**config.mk**
```make
export PLATFORM = sky130hd
export DESIGN_NAME = iir_biquad_mc
export DESIGN_NICKNAME = d
export VERILOG_FILES = /design/src/rtl/iir_pkg.sv /design/src/rtl/iir_round_sat.sv /design/src/rtl/iir_biquad_mc.sv
export SDC_FILE = /design/constraint.sdc
export NUM_CORES = 2
export LEC_CHECK = 0
export BUFFER_PORTS_ARGS = -buffer_cell sky130_fd_sc_hd__buf_2
export CORE_ASPECT_RATIO = 1.2
export CORE_MARGIN = 1.5
export CORE_UTILIZATION = 35
export DETAILED_ROUTE_END_ITERATION = 10
export PLACE_DENSITY_LB_ADDON = 0.2
export SETUP_SLACK_MARGIN = 0.3
export SLEW_MARGIN = 40
export SYNTH_ARGS = -nofsm -noshare
export SYNTH_HDL_FRONTEND = slang
export SYNTH_SLANG_ARGS = --single-unit
```
**constraint.sdc**
```tcl
create_clock -name clk -period 12 [get_ports clk]
set_clock_uncertainty 0.15 [all_clocks]
set_input_delay 1.2 -clock clk [delete_from_list [all_inputs] [get_ports clk]]
set_output_delay 1.2 -clock clk [all_outputs]
set_load 0.03 [all_outputs]
```
**src/rtl/iir_pkg.sv**
```systemverilog
// rtl/iir_pkg.sv - shared types and width helper for the multi-channel biquad IIR
package iir_pkg;

    typedef enum logic [2:0] {B0, B1, B2, A1, A2} coef_idx_e;

    typedef enum logic [1:0] {IDLE, MAC, WB, OUT} state_e;

    // Headroom of 3 bits covers the sum of five full-scale products.
    function automatic int acc_w(input int dw, input int coefw);
        return dw + coefw + 3;
    endfunction

endpackage

```
**src/rtl/iir_round_sat.sv**
```systemverilog
// rtl/iir_round_sat.sv - combinational round-half-up and saturate from Q-fraction accumulator
module iir_round_sat #(
    parameter int IW = 45,
    parameter int OW = 24,
    parameter int Q  = 16
) (
    input  logic signed [IW-1:0] din,
    output logic signed [OW-1:0] dout,
    output logic                 clip
);

    localparam logic signed [IW-1:0] RND  = {{(IW-Q){1'b0}}, 1'b1, {(Q-1){1'b0}}};
    localparam logic signed [IW-1:0] MAXV = {{(IW-OW+1){1'b0}}, {(OW-1){1'b1}}};
    localparam logic signed [IW-1:0] MINV = {{(IW-OW+1){1'b1}}, {(OW-1){1'b0}}};

    logic signed [IW-1:0] rnd;
    logic signed [IW-1:0] shf;

    always_comb begin
        rnd  = din + RND;
        shf  = rnd >>> Q;
        clip = 1'b0;
        dout = shf[OW-1:0];
        if (shf > MAXV) begin
            dout = MAXV[OW-1:0];
            clip = 1'b1;
        end else if (shf < MINV) begin
            dout = MINV[OW-1:0];
            clip = 1'b1;
        end
    end

endmodule

```
**src/rtl/iir_biquad_mc.sv**
```systemverilog
// rtl/iir_biquad_mc.sv - multi-channel cascaded DF-I biquad, one shared MAC; optional IIR_SAT_STATUS_EN
module iir_biquad_mc
    import iir_pkg::*;
#(
    parameter int  DW    = 24,
    parameter int  COEFW = 18,
    parameter int  COEFQ = 16,
    parameter int  NSEC  = 1,
    parameter int  NCH   = 2,
    localparam int CHW   = (NCH > 1) ? $clog2(NCH) : 1
) (
    input  logic                    clk,
    input  logic                    rst,
    input  logic [DW-1:0]           s_axis_tdata,
    input  logic [CHW-1:0]          s_axis_tid,
    input  logic                    s_axis_tvalid,
    output logic                    s_axis_tready,
    output logic [DW-1:0]           m_axis_tdata,
    output logic [CHW-1:0]          m_axis_tid,
    output logic                    m_axis_tvalid,
    input  logic                    m_axis_tready,
    input  logic [NSEC*5*COEFW-1:0] coefs
`ifdef IIR_SAT_STATUS_EN
    ,
    output logic                    sat_flag,
    input  logic                    sat_clr
`endif
);

    localparam int AW    = acc_w(DW, COEFW);
    localparam int PW    = DW + COEFW;
    localparam int SECW  = (NSEC > 1) ? $clog2(NSEC) : 1;
    localparam int DEPTH = NCH * NSEC;
    localparam int IDXW  = (DEPTH > 1) ? $clog2(DEPTH) : 1;
    localparam int NCOEF = NSEC * 5;
    localparam int CIXW  = $clog2(NCOEF);

    state_e                  state_q, state_d;
    logic                    rdy_q, rdy_d;
    logic [SECW-1:0]         sec_q, sec_d;
    coef_idx_e               k_q, k_d;
    logic signed [AW-1:0]    acc_q, acc_d;
    logic signed [DW-1:0]    xin_q, xin_d;
    logic [CHW-1:0]          tid_q, tid_d;
    logic signed [DW-1:0]    out_q, out_d;
    logic signed [COEFW-1:0] coef_q [NCOEF];
    logic signed [COEFW-1:0] coef_d [NCOEF];
    logic signed [COEFW-1:0] coef_in [NCOEF];
    logic signed [DW-1:0]    x1_q [DEPTH];
    logic signed [DW-1:0]    x1_d [DEPTH];
    logic signed [DW-1:0]    x2_q [DEPTH];
    logic signed [DW-1:0]    x2_d [DEPTH];
    logic signed [DW-1:0]    y1_q [DEPTH];
    logic signed [DW-1:0]    y1_d [DEPTH];
    logic signed [DW-1:0]    y2_q [DEPTH];
    logic signed [DW-1:0]    y2_d [DEPTH];

    logic [IDXW-1:0]         idx;
    logic [CIXW-1:0]         cix;
    logic signed [COEFW-1:0] coef_sel;
    logic signed [DW-1:0]    opnd;
    logic signed [PW-1:0]    prod;
    logic signed [AW-1:0]    prod_x;
    logic signed [DW-1:0]    res;
    logic                    clip;

    for (genvar g = 0; g < NCOEF; g++) begin : g_coef
        assign coef_in[g] = coefs[g*COEFW +: COEFW];
    end

    iir_round_sat #(.IW(AW), .OW(DW), .Q(COEFQ)) u_round_sat (
        .din  (acc_q),
        .dout (res),
        .clip (clip)
    );

    always_comb begin
        idx      = IDXW'(int'(tid_q) * NSEC + int'(sec_q));
        cix      = CIXW'(int'(sec_q) * 5 + int'(k_q));
        coef_sel = coef_q[cix];
        case (k_q)
            B0:      opnd = xin_q;
            B1:      opnd = x1_q[idx];
            B2:      opnd = x2_q[idx];
            A1:      opnd = y1_q[idx];
            A2:      opnd = y2_q[idx];
            default: opnd = '0;
        endcase
        prod   = coef_sel * opnd;
        prod_x = {{(AW-PW){prod[PW-1]}}, prod};
    end

    always_comb begin
        state_d = state_q;
        rdy_d   = 1'b1;
        sec_d   = sec_q;
        k_d     = k_q;
        acc_d   = acc_q;
        xin_d   = xin_q;
        tid_d   = tid_q;
        out_d   = out_q;
        coef_d  = coef_q;
        x1_d    = x1_q;
        x2_d    = x2_q;
        y1_d    = y1_q;
        y2_d    = y2_q;
        case (state_q)
            IDLE: begin
                // Out-of-range channel IDs are consumed here without leaving IDLE.
                if (rdy_q && s_axis_tvalid && int'(s_axis_tid) < NCH) begin
                    xin_d   = s_axis_tdata;
                    tid_d   = s_axis_tid;
                    coef_d  = coef_in;
                    acc_d   = '0;
                    sec_d   = '0;
                    k_d     = B0;
                    state_d = MAC;
                end
            end
            MAC: begin
                if (k_q == A1 || k_q == A2) begin
                    acc_d = acc_q - prod_x;
                end else begin
                    acc_d = acc_q + prod_x;
                end
                if (k_q == A2) begin
                    state_d = WB;
                end else begin
                    k_d = coef_idx_e'(k_q + 3'd1);
                end
            end
            WB: begin
                x2_d[idx] = x1_q[idx];
                x1_d[idx] = xin_q;
                y2_d[idx] = y1_q[idx];
                y1_d[idx] = res;
                xin_d     = res;
                acc_d     = '0;
                k_d       = B0;
                if (sec_q == SECW'(NSEC - 1)) begin
                    out_d   = res;
                    state_d = OUT;
                end else begin
                    sec_d   = sec_q + SECW'(1);
                    state_d = MAC;
                end
            end
            OUT: begin
                if (m_axis_tready) begin
                    state_d = IDLE;
                end
            end
            default: state_d = IDLE;
        endcase
    end

    always_ff @(posedge clk or negedge rst) begin
        if (!rst) begin
            state_q <= IDLE;
            rdy_q   <= 1'b0;
            sec_q   <= '0;
            k_q     <= B0;
            acc_q   <= '0;
            xin_q   <= '0;
            tid_q   <= '0;
            out_q   <= '0;
            coef_q  <= '{default: '0};
            x1_q    <= '{default: '0};
            x2_q    <= '{default: '0};
            y1_q    <= '{default: '0};
            y2_q    <= '{default: '0};
        end else begin
            state_q <= state_d;
            rdy_q   <= rdy_d;
            sec_q   <= sec_d;
            k_q     <= k_d;
            acc_q   <= acc_d;
            xin_q   <= xin_d;
            tid_q   <= tid_d;
            out_q   <= out_d;
            coef_q  <= coef_d;
            x1_q    <= x1_d;
            x2_q    <= x2_d;
            y1_q    <= y1_d;
            y2_q    <= y2_d;
        end
    end

    assign s_axis_tready = rdy_q && (state_q == IDLE);
    assign m_axis_tvalid = (state_q == OUT);
    assign m_axis_tdata  = out_q;
    assign m_axis_tid    = tid_q;

`ifdef IIR_SAT_STATUS_EN
    logic sat_q, sat_d;

    always_comb begin
        sat_d = sat_q;
        if (sat_clr) begin
            sat_d = 1'b0;
        end
        if (state_q == WB && clip) begin
            sat_d = 1'b1;
        end
    end

    always_ff @(posedge clk or negedge rst) begin
        if (!rst) begin
            sat_q <= 1'b0;
        end else begin
            sat_q <= sat_d;
        end
    end

    assign sat_flag = sat_q;
`else
    logic unused_clip;
    assign unused_clip = clip;
`endif

endmodule

```
=== Word-level counts from Yosys, hierarchy flattened ===
Cells that the tools add are included.

* Register bits after elaboration: 383
* Output and inout bits: 27
* Memories kept: 0
* ROM bits: 0
* Bits in writable memories: 0
* Latch bits: 0

* Mux-type cells: 40
* Shift operators: 0
* Order comparisons: 5
* Equality and inequality tests: 11
* Div/mod/pow operators: 0
* $mul: 2
* Bitwise gates (word level): 3
* $add $sub $neg: 7
* Reduce and logical (&&, ||, !) cells: 14

{| class="wikitable"
|+ Operator list
! operator !! count
|-
| $mux W24 || 16
|-
| $bwmux W48 || 4
|-
| $pmux W45 S3 || 1
|-
| $pmux W24 S5 || 1
|-
| $mux W45 || 2
|-
| $bmux W18 S3 || 1
|-
| $pmux W24 S2 || 1
|-
| $add A45 B17 Y45 const B || 1
|-
| $add A45 B42 Y45 || 1
|-
| $sub A45 B42 Y45 || 1
|-
| $mul A18 B24 Y42 || 1
|-
| $mux W18 || 2
|-
| $gt A29 B24 Y1 const B || 1
|-
| $lt A29 B24 Y1 const B || 1
|-
| $demux W24 S1 || 1
|-
| $pmux W3 S3 || 1
|-
| $mux W2 || 4
|-
| $pmux W2 S4 || 1
|-
| $reduce_and A2 Y1 || 4
|-
| $eq A3 B2 Y1 const B || 2
|-
| $mux W3 || 2
|-
| $ne A2 B2 Y1 const B || 3
|-
| $reduce_and A3 Y1 || 2
|-
| $eq A2 B2 Y1 const B || 2
|-
| other kinds (23) || 26
|}

=== Logic depth before layout (Yosys ltp) ===
* Depth after elaboration: 10
* Depth in mapped cells: 51
* Gate-level depth less buffers: 46

=== Hierarchy ===
A second synthesis with hierarchy kept.

* Cell total of the unflattened synthesis: 3,698
* Area, all modules: 36,685.2 µm²

{| class="wikitable"
|+ By module, submodules not included
! module !! cells each !! times used !! area each (µm²) !! sequential area each (µm²)
|-
| iir_biquad_mc || 3,544 || 1 || 35,681.7 || 9,559.2
|-
| iir_round_sat || 154 || 1 || 1,003.5 || 0.0
|}

=== Worst setup path before layout ===
OpenSTA, ideal clock, no wires.

* Path kind: register -> register
* From: reg k_q[1]
* To: reg acc_q[43]
* Clock period less this slack: 11.555 ns
* Setup slack: 0.445 ns
* Library setup time: 0.135 ns
* Buffers on the path: 6
* Data arrival time: 11.270 ns
* Stages on the path, launching flop included: 47
* Cell sequence: dfrtp_1 -> clkbuf_1 -> buf_1 -> inv_1 -> ha_1 -> clkbuf_1 -> and2_0 -> clkbuf_1 -> clkbuf_1 -> a221oi_1 -> a21oi_1 -> a2111oi_0 -> nor2_1 -> fa_1 -> inv_1 -> fa_1 -> fa_1 -> inv_1 -> [11 not listed] -> o221a_2 -> nor3_1 -> and4_1 -> a21oi_1 -> xnor2_1 -> ha_1 -> a21o_1 -> a21o_1 -> a221o_1 -> a21o_1 -> a21o_1 -> a22o_1 -> o211ai_1 -> a31oi_1 -> a221o_1 -> a21oi_1 -> xor2_1 -> o31ai_1

* Cells in the longest elaborated chain, start to end: 9
* Elaborated cells between the ends (all ways): 17
* Classes of those cells: add/sub (3); mul (1); eq/ne (4); mux (6); bitwise (1); reduce/logical (2)

{| class="wikitable"
|+ Ends and longest elaborated chain
! item !! RTL line !! RTL
|-
| start, declared || iir_biquad_mc.sv:41 || <nowiki>coef_idx_e k_q, k_d;</nowiki>
|-
| start signal, assigned || iir_biquad_mc.sv:176 || <nowiki>k_q <= k_d;</nowiki>
|-
| $add A3 B3 Y3 || iir_biquad_mc.sv:79 || <nowiki>cix = CIXW'(int'(sec_q) * 5 + int'(k_q));</nowiki>
|-
| $not A3 Y4 (not written as such) || iir_biquad_mc.sv:80 || <nowiki>coef_sel = coef_q[cix];</nowiki>
|-
| $bmux W18 S3 || iir_biquad_mc.sv:80 ||
|-
| $mux W18 (not written as such) (2 in series) || iir_biquad_mc.sv:80 ||
|-
| $mul A18 B24 Y42 || iir_biquad_mc.sv:89 || <nowiki>prod = coef_sel * opnd;</nowiki>
|-
| $add A45 B42 Y45 / $sub A45 B42 Y45 (equally long branches) || iir_biquad_mc.sv:124, iir_biquad_mc.sv:122 ||
|-
| $mux W45 * || iir_biquad_mc.sv:121 || <nowiki>if (k_q == A1 || k_q == A2) begin</nowiki>
|-
| $pmux W45 S3 * || iir_biquad_mc.sv:107 || <nowiki>case (state_q)</nowiki>
|-
| end signal, assigned || iir_biquad_mc.sv:163 || <nowiki>acc_q <= '0;</nowiki>
|-
| end signal, assigned || iir_biquad_mc.sv:177 || <nowiki>acc_q <= acc_d;</nowiki>
|-
| end, declared || iir_biquad_mc.sv:42 || <nowiki>logic signed [AW-1:0] acc_q, acc_d;</nowiki>
|}

Mark *: on every way between the ends. The rest lies on a longest branch, timed or not. The select of a mux whose other input is x is not followed.
A chain may end at the register's enable or synchronous reset.

=== Final worst setup path ===
* From: reg tid_q (netlist: m_axis_tid)
* To: reg acc_q[43]

* Cells in the longest elaborated chain, start to end: 10
* Elaborated cells between the ends (all ways): 20
* Classes of those cells: add/sub (3); mul (1); mux (15); bitwise (1)

{| class="wikitable"
|+ Ends and longest elaborated chain
! item !! RTL line !! RTL
|-
| start, declared || iir_biquad_mc.sv:44 || <nowiki>logic [CHW-1:0] tid_q, tid_d;</nowiki>
|-
| start signal, assigned || iir_biquad_mc.sv:179 || <nowiki>tid_q <= tid_d;</nowiki>
|-
| $add A1 B1 Y1 * || iir_biquad_mc.sv:78 || <nowiki>idx = IDXW'(int'(tid_q) * NSEC + int'(sec_q));</nowiki>
|-
| $not A1 Y2 (not written as such) * || n/a ||
|-
| $mux W24 (on tied branches) (3 in series) || n/a ||
|-
| $pmux W24 S5 * || iir_biquad_mc.sv:81 || <nowiki>case (k_q)</nowiki>
|-
| $mul A18 B24 Y42 * || iir_biquad_mc.sv:89 ||
|-
| $add A45 B42 Y45 / $sub A45 B42 Y45 (equally long branches) || iir_biquad_mc.sv:124, iir_biquad_mc.sv:122 ||
|-
| $mux W45 * || iir_biquad_mc.sv:121 ||
|-
| $pmux W45 S3 * || iir_biquad_mc.sv:107 ||
|}

Marks and branches as above.

==> impl_metrics.tcl <==
set metrics [dict create \
    cp-startpoint "m_axis_tid$_DFFE_PN0P_" \
    drive_above_1_share 0.1660 \
    n_fill_cell 10279 \
    worst_pin_slew_ps 874.5 \
    ys_types 87 \
    rows 128 \
    hold_viol 0 \
    synth_common_cells "528 x inv_1, 432 x nand2_1, 426 x fa_1" \
    vias_per_cell 5.165 \
    grt_pass1_wl_mm 170.6 \
    ys_warn_count 0 \
    cts_max_path_buffers 3 \
    syn_nets 4423 \
    yosys_most_used_dff "dfrtp_1" \
    io_buffers 145 \
    grt_overflow 0 \
    fin_crit_ps 11050 \
    drt_iter0_drc 1451 \
    die_h_um 354.5 \
    final.setup.tns_ps 0 \
    grt_pass1_vias 28711 \
    yosysTopAreaCellShare 0.2652 \
    crit_type "flip-flop to flip-flop" \
    vias 27034 \
    start_kind "flip-flop" \
    pin_count 146 \
    rr_endpoint "acc_q[43]$_DFFE_PN0P_" \
    die_area_um2 104900 \
    remaining_drc_errors 0 \
    nets 4543 \
    drv_slew 0 \
    hold_end "m_axis_tdata[6]$_DFFE_PN0P_" \
    start_util 0.3539 \
    syn2layout_area_growth_pct 12.24 \
    grt_max_degree 150 \
    fmax_ghz 0.09050 \
    avgSynthCellArea_um2 9.698 \
    core_um2 101900 \
    timing.rr.start "m_axis_tid$_DFFE_PN0P_" \
    clk_pin_slew_ps 60 \
    rsz0062_at_grt "yes" \
    cts_tree "done" \
    netlist_area_um2 36050 \
    maxCapViolations 0 \
    clk_latency_ps 590 \
    synth_most_common_cell "inv_1" \
    cp_slowest_cell "dfrtp_4" \
    htreeDepth 2 \
    critPathRequiredTime_ps 12270 \
    worstPathMaxFanout 24 \
    clock_sinks 382 \
    cts-buffers-inserted 42 \
    path_common_cell "fa_1" \
    synth-edff-count 0 \
    ys_seq_area_frac 0.2652 \
    finalSetupViolations 0 \
    synth_top_cell_by_area "dfrtp_1" \
    hp-class "flip-flop to flip-flop" \
    cp-end-kind "flip-flop" \
    grt_usage 0.2129 \
    hp-start "m_axis_tdata[6]$_DFFE_PN0P_" \
    postRouteAntennaNets 0 \
    routed_wl_mm 108.8 \
    worstRegToRegCells 39 \
    min_period_over_period 0.9208 \
    post_drt_wl_per_cell_um 20.79 \
    synthTopCellsByArea "dfrtp_1 27%, fa_1 24%, mux2_2 7.4%, ha_1 5.6%, inv_1 5.5%" \
    relSlewSlack 0.4170 \
    max_stage_delay_ps 680 \
    netlist_instances 3717 \
    rrSetupSlack_ps 950 \
    antenna_found_initial 3 \
    critPathArrivalTime_ps 11320 \
    yosys_register_bits 382 \
    dp_hpwl_mm 85.19 \
    async_flop_share 1.000 \
    whs_path_depth 1 \
    cts_root_buf "clkbuf_16" \
    dr.pass1.iters 5 \
    routabilityCongestion 0.8513 \
    die_w_um 296.0 \
    status "finished, final reports clean" \
]
layer usage:
metal / global-route usage / part of all wire
met1: 0.2572 / 0.40
met2: 0.3844 / 0.52
met3: 0.02198 / 0.037
met4: 0.08520 / 0.043
met5: 0 / 0
cell usage in the layout, fill, tap and decap left out, types with 85 or more instances in the layout:
cell type / netlist / final
a21oi_1: 157 / 152
inv_1: 528 / 528
buf_2: 7 / 147
nand2_1: 432 / 429
xnor2_1: 86 / 85
dfrtp_1: 382 / 379
nor2_1: 211 / 209
ha_1: 161 / 159
mux2i_1: 89 / 89
mux2_2: 237 / 237
buf_4: 3 / 104
fa_1: 426 / 426
o21ai_0: 162 / 158
area by class of cell:
| class | count | area, um^2 | share of cell area |
|---|---|---|---|
| multi-input combinational | 2619 | 24020 | 0.5938 |
| sequential | 382 | 9565 | 0.2364 |
| antenna | 2 | 5.005 | 0.0001237 |
| clock buffer | 60 | 1229 | 0.03037 |
| inverter | 528 | 1982 | 0.04899 |
| tap | 1365 | 1708 | 0.04221 |
| timing repair buffer | 264 | 1738 | 0.04296 |
| clock inverter | 14 | 209.0 | 0.005165 |
registers in the layout (all words and copies together), names as in the netlist:
name,count
y1_q,48
x1_q,48
state_q,2
m_axis_tdata,24
k_q,3
y2_q,48
m_axis_tid,1
xin_q,24
coef_q,90
rdy_q,1
acc_q,45
x2_q,48
worst max-delay path by stage:
stage                            end  cells past startpoint
2_1_floorplan  acc_q[43]$_DFFE_PN0P_                     46
3_3_place_gp   acc_q[43]$_DFFE_PN0P_                     39
3_5_place_dp   acc_q[43]$_DFFE_PN0P_                     39
4_1_cts        acc_q[43]$_DFFE_PN0P_                     39
5_1_grt        acc_q[43]$_DFFE_PN0P_                     44
6_report       acc_q[43]$_DFFE_PN0P_                     39
timing repair:
| item | 4_1_cts | 5_1_grt |
|---|---|---|
| resized for setup | 0 | 11 |
| hold buffers | 0 | 0 |
| buffers inserted | 0 | 1 |
| setup endpoints to repair | 0 | 9 |
cell families (layout without fill, tap and decap cells):
family,after synthesis,count (layout),share of synthesized area
flip-flops,382,382,0.2652
other,1,3,0.0001040
AO/OA/AOI/OAI,645,645,0.1179
AND/OR/NAND/NOR,916,916,0.1150
multiplexers,326,326,0.09875
buffers and inverters,716,866,0.07515
XOR/XNOR,144,144,0.03537
adder cells (fa/ha/maj),587,587,0.2925
per-stage QoR:
step                      instances  worst slack, ps  instance area, um^2  hold WS, ps    util
after floorplan                3717            445.2                36050        298.5       -
after global placement         5149            627.0                38770        305.3  0.3806
after detailed placement       5154            637.1                38880        313.3  0.3817
after CTS                      5228            577.0                40310        327.4  0.3958
after global routing           5234            256.9                40460        309.9  0.3972
final                          5234            950.5                40460        320.4  0.3972
critical path, delay by kind of cell, from the launching register on:
family | cells | cell delay (ps)
AND/OR/NAND/NOR | 7 | 1380
buffers and inverters | 8 | 1400
multiplexers | 1 | 240
flip-flops | 1 | 680
adder cells (fa/ha/maj) | 8 | 3840
XOR/XNOR | 2 | 390
AO/OA/AOI/OAI | 13 | 2700
Power is left out: the tool's default activity adds up to more than one toggle a clock period on the data nets, which glitch-free logic cannot reach.
